File: src/rtl/uart_controller.sv
// uart_controller
// Buffering glue between a byte-level UART receiver/transmitter pair and the
// core's byte stream handshakes.
//   clk, reset        : single clock; asynchronous active-low reset
//   recv_reset        : active-high reset to the receiver (held through reset)
//   recv_data/recv_ok : received byte and its one-cycle valid
//   trans_reset       : active-high reset to the transmitter (held through reset)
//   trans_data/trans_ok : byte to send and its one-cycle start strobe
//   trans_busy        : transmitter is sending
//   uart_in_*         : core -> TX FIFO request/acknowledge
//   uart_out_*        : RX FIFO -> core request/strobe
//   in_buffer_length  : TX FIFO occupancy
//   lost              : one-cycle pulse for each received byte dropped on overflow
module uart_controller #(
  parameter int BUF_BITS = 4
) (
  input  logic                clk,
  input  logic                reset,
  output logic                recv_reset,
  input  logic [7:0]          recv_data,
  input  logic                recv_ok,
  output logic                trans_reset,
  output logic [7:0]          trans_data,
  output logic                trans_ok,
  input  logic                trans_busy,
  input  logic [7:0]          uart_in_data,
  input  logic                uart_in_valid,
  output logic                uart_in_ready,
  input  logic                uart_out_valid,
  output logic [7:0]          uart_out_data,
  output logic                uart_out_ready,
  output logic [BUF_BITS-1:0] in_buffer_length,
  output logic                lost
);

  localparam int DEPTH = 1 << BUF_BITS;
  localparam logic [BUF_BITS-1:0] PTR_ONE = BUF_BITS'(1);

  typedef enum logic {OUT_IDLE, OUT_ACK} out_state_t;
  typedef enum logic {IN_IDLE, IN_ACK} in_state_t;
  typedef enum logic {TX_IDLE, TX_WAIT} tx_state_t;

  logic                recv_reset_q, recv_reset_d;
  logic                trans_reset_q, trans_reset_d;

  logic [7:0]          rx_mem_q [DEPTH];
  logic [7:0]          rx_mem_d [DEPTH];
  logic [BUF_BITS-1:0] rx_wr_q, rx_wr_d;
  logic [BUF_BITS-1:0] rx_rd_q, rx_rd_d;
  logic                lost_q, lost_d;
  out_state_t          out_state_q, out_state_d;
  logic [7:0]          out_data_q, out_data_d;
  logic                out_ready_q, out_ready_d;

  logic [7:0]          tx_mem_q [DEPTH];
  logic [7:0]          tx_mem_d [DEPTH];
  logic [BUF_BITS-1:0] tx_wr_q, tx_wr_d;
  logic [BUF_BITS-1:0] tx_rd_q, tx_rd_d;
  in_state_t           in_state_q, in_state_d;
  logic                in_ready_q, in_ready_d;
  tx_state_t           tx_state_q, tx_state_d;
  logic [7:0]          trans_data_q, trans_data_d;
  logic                trans_ok_q, trans_ok_d;

  logic rx_empty, rx_full, tx_empty, tx_full;

  // One slot is always left unused so full and empty are distinguishable
  // from the pointers alone.
  assign rx_empty = (rx_wr_q == rx_rd_q);
  assign rx_full  = ((rx_wr_q + PTR_ONE) == rx_rd_q);
  assign tx_empty = (tx_wr_q == tx_rd_q);
  assign tx_full  = ((tx_wr_q + PTR_ONE) == tx_rd_q);

  // Sub-block resets are forced high by the async reset and drop on the
  // first clock edge after release.
  always_comb begin
    recv_reset_d  = 1'b0;
    trans_reset_d = 1'b0;
  end

  // RX push: fullness is judged from the registered pointers, so a pop on the
  // same edge never makes room for this cycle's byte.
  always_comb begin
    rx_mem_d = rx_mem_q;
    rx_wr_d  = rx_wr_q;
    lost_d   = 1'b0;
    if (recv_ok) begin
      if (rx_full) begin
        lost_d = 1'b1;
      end else begin
        rx_mem_d[rx_wr_q] = recv_data;
        rx_wr_d           = rx_wr_q + PTR_ONE;
      end
    end
  end

  // RX delivery: one byte per request, then a mandatory idle cycle so the
  // core sees a clean one-cycle strobe per byte.
  always_comb begin
    out_state_d = out_state_q;
    out_data_d  = out_data_q;
    out_ready_d = 1'b0;
    rx_rd_d     = rx_rd_q;
    case (out_state_q)
      OUT_IDLE: begin
        if (uart_out_valid && !rx_empty) begin
          out_data_d  = rx_mem_q[rx_rd_q];
          out_ready_d = 1'b1;
          rx_rd_d     = rx_rd_q + PTR_ONE;
          out_state_d = OUT_ACK;
        end
      end
      OUT_ACK:  out_state_d = OUT_IDLE;
      default:  out_state_d = OUT_IDLE;
    endcase
  end

  // TX intake: a request against a full FIFO simply waits; nothing is dropped.
  always_comb begin
    in_state_d = in_state_q;
    in_ready_d = 1'b0;
    tx_mem_d   = tx_mem_q;
    tx_wr_d    = tx_wr_q;
    case (in_state_q)
      IN_IDLE: begin
        if (uart_in_valid && !tx_full) begin
          tx_mem_d[tx_wr_q] = uart_in_data;
          tx_wr_d           = tx_wr_q + PTR_ONE;
          in_ready_d        = 1'b1;
          in_state_d        = IN_ACK;
        end
      end
      IN_ACK:  in_state_d = IN_IDLE;
      default: in_state_d = IN_IDLE;
    endcase
  end

  // TX drain: the wait state covers the cycle before the transmitter has
  // had a chance to raise trans_busy.
  always_comb begin
    tx_state_d   = tx_state_q;
    trans_data_d = trans_data_q;
    trans_ok_d   = 1'b0;
    tx_rd_d      = tx_rd_q;
    case (tx_state_q)
      TX_IDLE: begin
        if (!trans_busy && !tx_empty) begin
          trans_data_d = tx_mem_q[tx_rd_q];
          trans_ok_d   = 1'b1;
          tx_rd_d      = tx_rd_q + PTR_ONE;
          tx_state_d   = TX_WAIT;
        end
      end
      TX_WAIT: tx_state_d = TX_IDLE;
      default: tx_state_d = TX_IDLE;
    endcase
  end

  always_ff @(posedge clk or negedge reset) begin
    if (!reset) begin
      recv_reset_q  <= 1'b1;
      trans_reset_q <= 1'b1;
      rx_mem_q      <= '{default: '0};
      rx_wr_q       <= '0;
      rx_rd_q       <= '0;
      lost_q        <= 1'b0;
      out_state_q   <= OUT_IDLE;
      out_data_q    <= '0;
      out_ready_q   <= 1'b0;
      tx_mem_q      <= '{default: '0};
      tx_wr_q       <= '0;
      tx_rd_q       <= '0;
      in_state_q    <= IN_IDLE;
      in_ready_q    <= 1'b0;
      tx_state_q    <= TX_IDLE;
      trans_data_q  <= '0;
      trans_ok_q    <= 1'b0;
    end else begin
      recv_reset_q  <= recv_reset_d;
      trans_reset_q <= trans_reset_d;
      rx_mem_q      <= rx_mem_d;
      rx_wr_q       <= rx_wr_d;
      rx_rd_q       <= rx_rd_d;
      lost_q        <= lost_d;
      out_state_q   <= out_state_d;
      out_data_q    <= out_data_d;
      out_ready_q   <= out_ready_d;
      tx_mem_q      <= tx_mem_d;
      tx_wr_q       <= tx_wr_d;
      tx_rd_q       <= tx_rd_d;
      in_state_q    <= in_state_d;
      in_ready_q    <= in_ready_d;
      tx_state_q    <= tx_state_d;
      trans_data_q  <= trans_data_d;
      trans_ok_q    <= trans_ok_d;
    end
  end

  assign recv_reset       = recv_reset_q;
  assign trans_reset      = trans_reset_q;
  assign lost             = lost_q;
  assign uart_out_data    = out_data_q;
  assign uart_out_ready   = out_ready_q;
  assign uart_in_ready    = in_ready_q;
  assign trans_data       = trans_data_q;
  assign trans_ok         = trans_ok_q;
  assign in_buffer_length = tx_wr_q - tx_rd_q;

endmodule

File: config.mk
export PLATFORM = sky130hd
export DESIGN_NAME = uart_controller
export DESIGN_NICKNAME = d
export VERILOG_FILES = /design/src/rtl/uart_controller.sv
export SDC_FILE = /design/constraint.sdc
export NUM_CORES = 1
export LEC_CHECK = 0
export CAP_MARGIN = 10
export CORE_MARGIN = 3
export CORE_UTILIZATION = 28
export CTS_CLUSTER_SIZE = 28
export DETAILED_ROUTE_END_ITERATION = 8
export PLACE_DENSITY = 0.49
export SLEW_MARGIN = 40
export SYNTH_ARGS = -nofsm -noshare
export SYNTH_HDL_FRONTEND = slang
export SYNTH_SLANG_ARGS = --single-unit
export TNS_END_PERCENT = 100
File: constraint.sdc
create_clock -name clk -period 6.4 [get_ports clk]
set_clock_uncertainty 0.15 [all_clocks]
set_input_delay 1.28 -clock clk [delete_from_list [all_inputs] [get_ports clk]]
set_output_delay 1.28 -clock clk [all_outputs]
set_load 0.03 [all_outputs]
==> results.sh <==
export IMPL_first_global_vias=8348
export IMPL_reg2reg_from="rx_wr_q[0]"
export IMPL_final_area_um2=16280
export IMPL_fin_nets=969
export IMPL_fin_crit_sh_pct=65.12
export IMPL_tightestPinTransition_ns=0.8019
export IMPL_finalSetupViolCount=0
export IMPL_num_io_pins=48
export IMPL_antenna_left=0
export IMPL_cts_inserted_buffers=36
export IMPL_antenna_found_initial=0
export IMPL_leakage_nw=6.752
export IMPL_die_w_um=228.7
export IMPL_post_route_worst_setup_slack_ns=2.232
export IMPL_vdd_drop_max_mv=0.2578
export IMPL_ys_seq_elements=293
export IMPL_fp_dieH_um=228.7
export IMPL_clock_root_buffer="clkbuf_16"
export IMPL_syn_cell_area_um2=13890
export IMPL_firstDrtPassIters=4
export IMPL_post_cts_buffers=0
export IMPL_vias_per_cell=4.803
export IMPL_drt_wirelength_per_cell_um=20.29
export IMPL_finalMaxSlewViolations=0
export IMPL_yosys_area_top_type_share_pct=52.61
export IMPL_syn_nets=929
export IMPL_gp_congestion=0.7061
export IMPL_rsz0062_at_grt="false"
export IMPL_critical_path_startpoint="tx_rd_q[0]"
export IMPL_finalHoldViolCount=0
export IMPL_drt_iter0_drc=338
export IMPL_hpwl_um=20510
export IMPL_startpoint_type="flip-flop"
export IMPL_hp_start="trans_data[0]"
export IMPL_ys_top_cells_by_count="dfrtp_1 (292), mux2_2 (253), mux4_2 (64)"
export IMPL_yosysTopAreaCell="dfrtp_1"
export IMPL_ys_seq_area_share_pct=52.80
export IMPL_drive_above_1_share_pct=44.76
export IMPL_cp_arrival_ns=2.74
export IMPL_ys_types=50
export IMPL_cts_tree="built"
export IMPL_grt_max_degree=100
export IMPL_yosys_most_used_dff="dfrtp_1"
export IMPL_grt_pass1_wl_um=52180
export IMPL_placed_area_um2=15120
export IMPL_synth_area_per_cell_um2=15.55
export IMPL_yosysWarnings=0
export IMPL_cts_sinks=293
export IMPL_port_buffer_count=47
export IMPL_grt_overflow_total=0
export IMPL_postCtsHoldBufs=0
export IMPL_drc=0
export IMPL_fin_crit_ns=4.168
export IMPL_synth_area_leaders="dfrtp_1 (53%), mux2_2 (21%), mux4_2 (10%)"
export IMPL_ys_async_sr_fraction_pct=100.0
export IMPL_syn2layout_area_growth_pct=17.23
export IMPL_cts_buffer_depth=3
export IMPL_route_vias_total=7733
export IMPL_syn_instance_count=893
export IMPL_cp_max_fo=16
export IMPL_htreeDepth=2
export IMPL_maxCapViolCount=0
export IMPL_antennaDiodeCount=0
export IMPL_status="completed"
export IMPL_clock_latency_ns=0.53
export IMPL_cts_resized_gates=0
export IMPL_synth_edf_count=0
export IMPL_yosysMostFrequentCell="dfrtp_1"
export IMPL_dp_slack_ns=2.595
export IMPL_min_path_type="flip-flop to flip-flop"
export IMPL_clk_pin_slew_ns=0.06
export IMPL_grt_usage_pct=12.78
export IMPL_wl_um=32660
export IMPL_power_density_nw_per_um2=564.2
export IMPL_worstPathRequired_ns=4.97
export IMPL_crit_type="flip-flop to output port"
export IMPL_fmax_ghz=0.2400
export IMPL_die_area_um2=52310
export IMPL_core_um2=48350
export IMPL_maxSlewHeadroom_pct=46.54
export IMPL_setup_tns_ns=0
export IMPL_end_kind="output port"
export IMPL_rows=80
export IMPL_start_util_pct=28.73
[registers in the layout, indices dropped and copies added, names as in the netlist, 4 cells and up]
signal         flops
rx_mem_q         128
tx_mem_q         128
trans_data         8
uart_out_data      8
rx_rd_q            4
rx_wr_q            4
tx_rd_q            4
tx_wr_q            4
[report_power, final]
part	total [W]	internal (W)	leakage [nW]	switching, W
Sequential	0.00324	0.00274	3.66	0.000503
Combinational	0.00400	0.00195	2.54	0.00205
Clock	0.00194	0.00116	0.552	0.000782
Total	0.00919	0.00585	6.75	0.00334
[through the flow]
stage / utilization (%) / std cells / hold WS, ns / power (W)
2_1_floorplan: - / 893 / 0.3032 / 0.006199
3_3_place_gp: 31.09 / 1549 / 0.3114 / 0.007187
3_5_place_dp: 31.27 / 1549 / 0.3198 / 0.007333
4_1_cts: 33.56 / 1608 / 0.3332 / 0.009328
5_1_grt: 33.68 / 1610 / 0.3477 / 0.009787
6_report: 33.68 / 1610 / 0.3278 / 0.009186
[cells by family after synthesis]
logic type / count (synthesis) / share of synthesized area [%]
multiplexers: 346 / 33.03
flip-flops: 293 / 52.80
adder cells (fa/ha/maj): 14 / 1.315
buffers and inverters: 74 / 2.414
other: 1 / 0.02700
XOR/XNOR: 26 / 1.901
AND/OR/NAND/NOR: 63 / 2.279
AO/OA/AOI/OAI: 76 / 6.234
[critical path: stages, from the launching register on]
cell and delay, ns:
dfrtp_1 0.71, ha_1 0.29, inv_1 0.05, a21o_1 0.17
a21oi_1 0.16, xor2_1 0.15, clkdlybuf4s50_1 0.69
[layer usage]
metal / vias up / wire (um) / share of wire (%) / global-route usage [%]
li1: 3437 / - / - / -
met1: 4149 / 15410 / 47 / 17.81
met2: 96 / 15460 / 47 / 20.44
met3: 51 / 1087 / 3.3 / 2.293
met4: 0 / 699 / 2.1 / 3.710
met5: - / 0 / 0 / 0
[layout by cell type (no fill, tap or decap), types with 7 or more instances in the layout]
master	instances
dfrtp_1	289
mux2_2	253
mux4_2	64
clkdlybuf4s50_1	46
clkbuf_16	36
mux2i_1	24
nand2_1	23
a311oi_4	16
xnor2_1	14
ha_1	13
buf_4	12
inv_1	10
nand3_1	10
a21o_1	10
a211oi_1	9
o221ai_1	8
o22ai_1	8
clkinv_2	8
xor2_1	7
a211o_1	7
clkbuf_1	7
[final timing paths]
| check | end | slack (ns) | cells after the start |
|---|---|---|---|
| min | trans_data[0] | 0.33 | 1 |
| max reg2reg | rx_mem_q[46] | 3.35 | 5 |
| max in group asynchronous | rx_rd_q[0] | 4.21 | 3 |
| min reg2reg | trans_data[0] | 0.33 | 1 |
| max | in_buffer_length[3] | 2.23 | 6 |
| min in group asynchronous | tx_mem_q[103] | 0.51 | 1 |
[layout make-up]
cell class	count	area (um2)
clock inverters	12	125.1
clock buffers	47	982.2
multi-input cells	526	6329
inverters	12	45.04
repair buffers	64	643.1
fillers	4741	32060
flip-flops and latches	293	7337
well taps	656	820.8
Power figures use the tool's default switching activity.
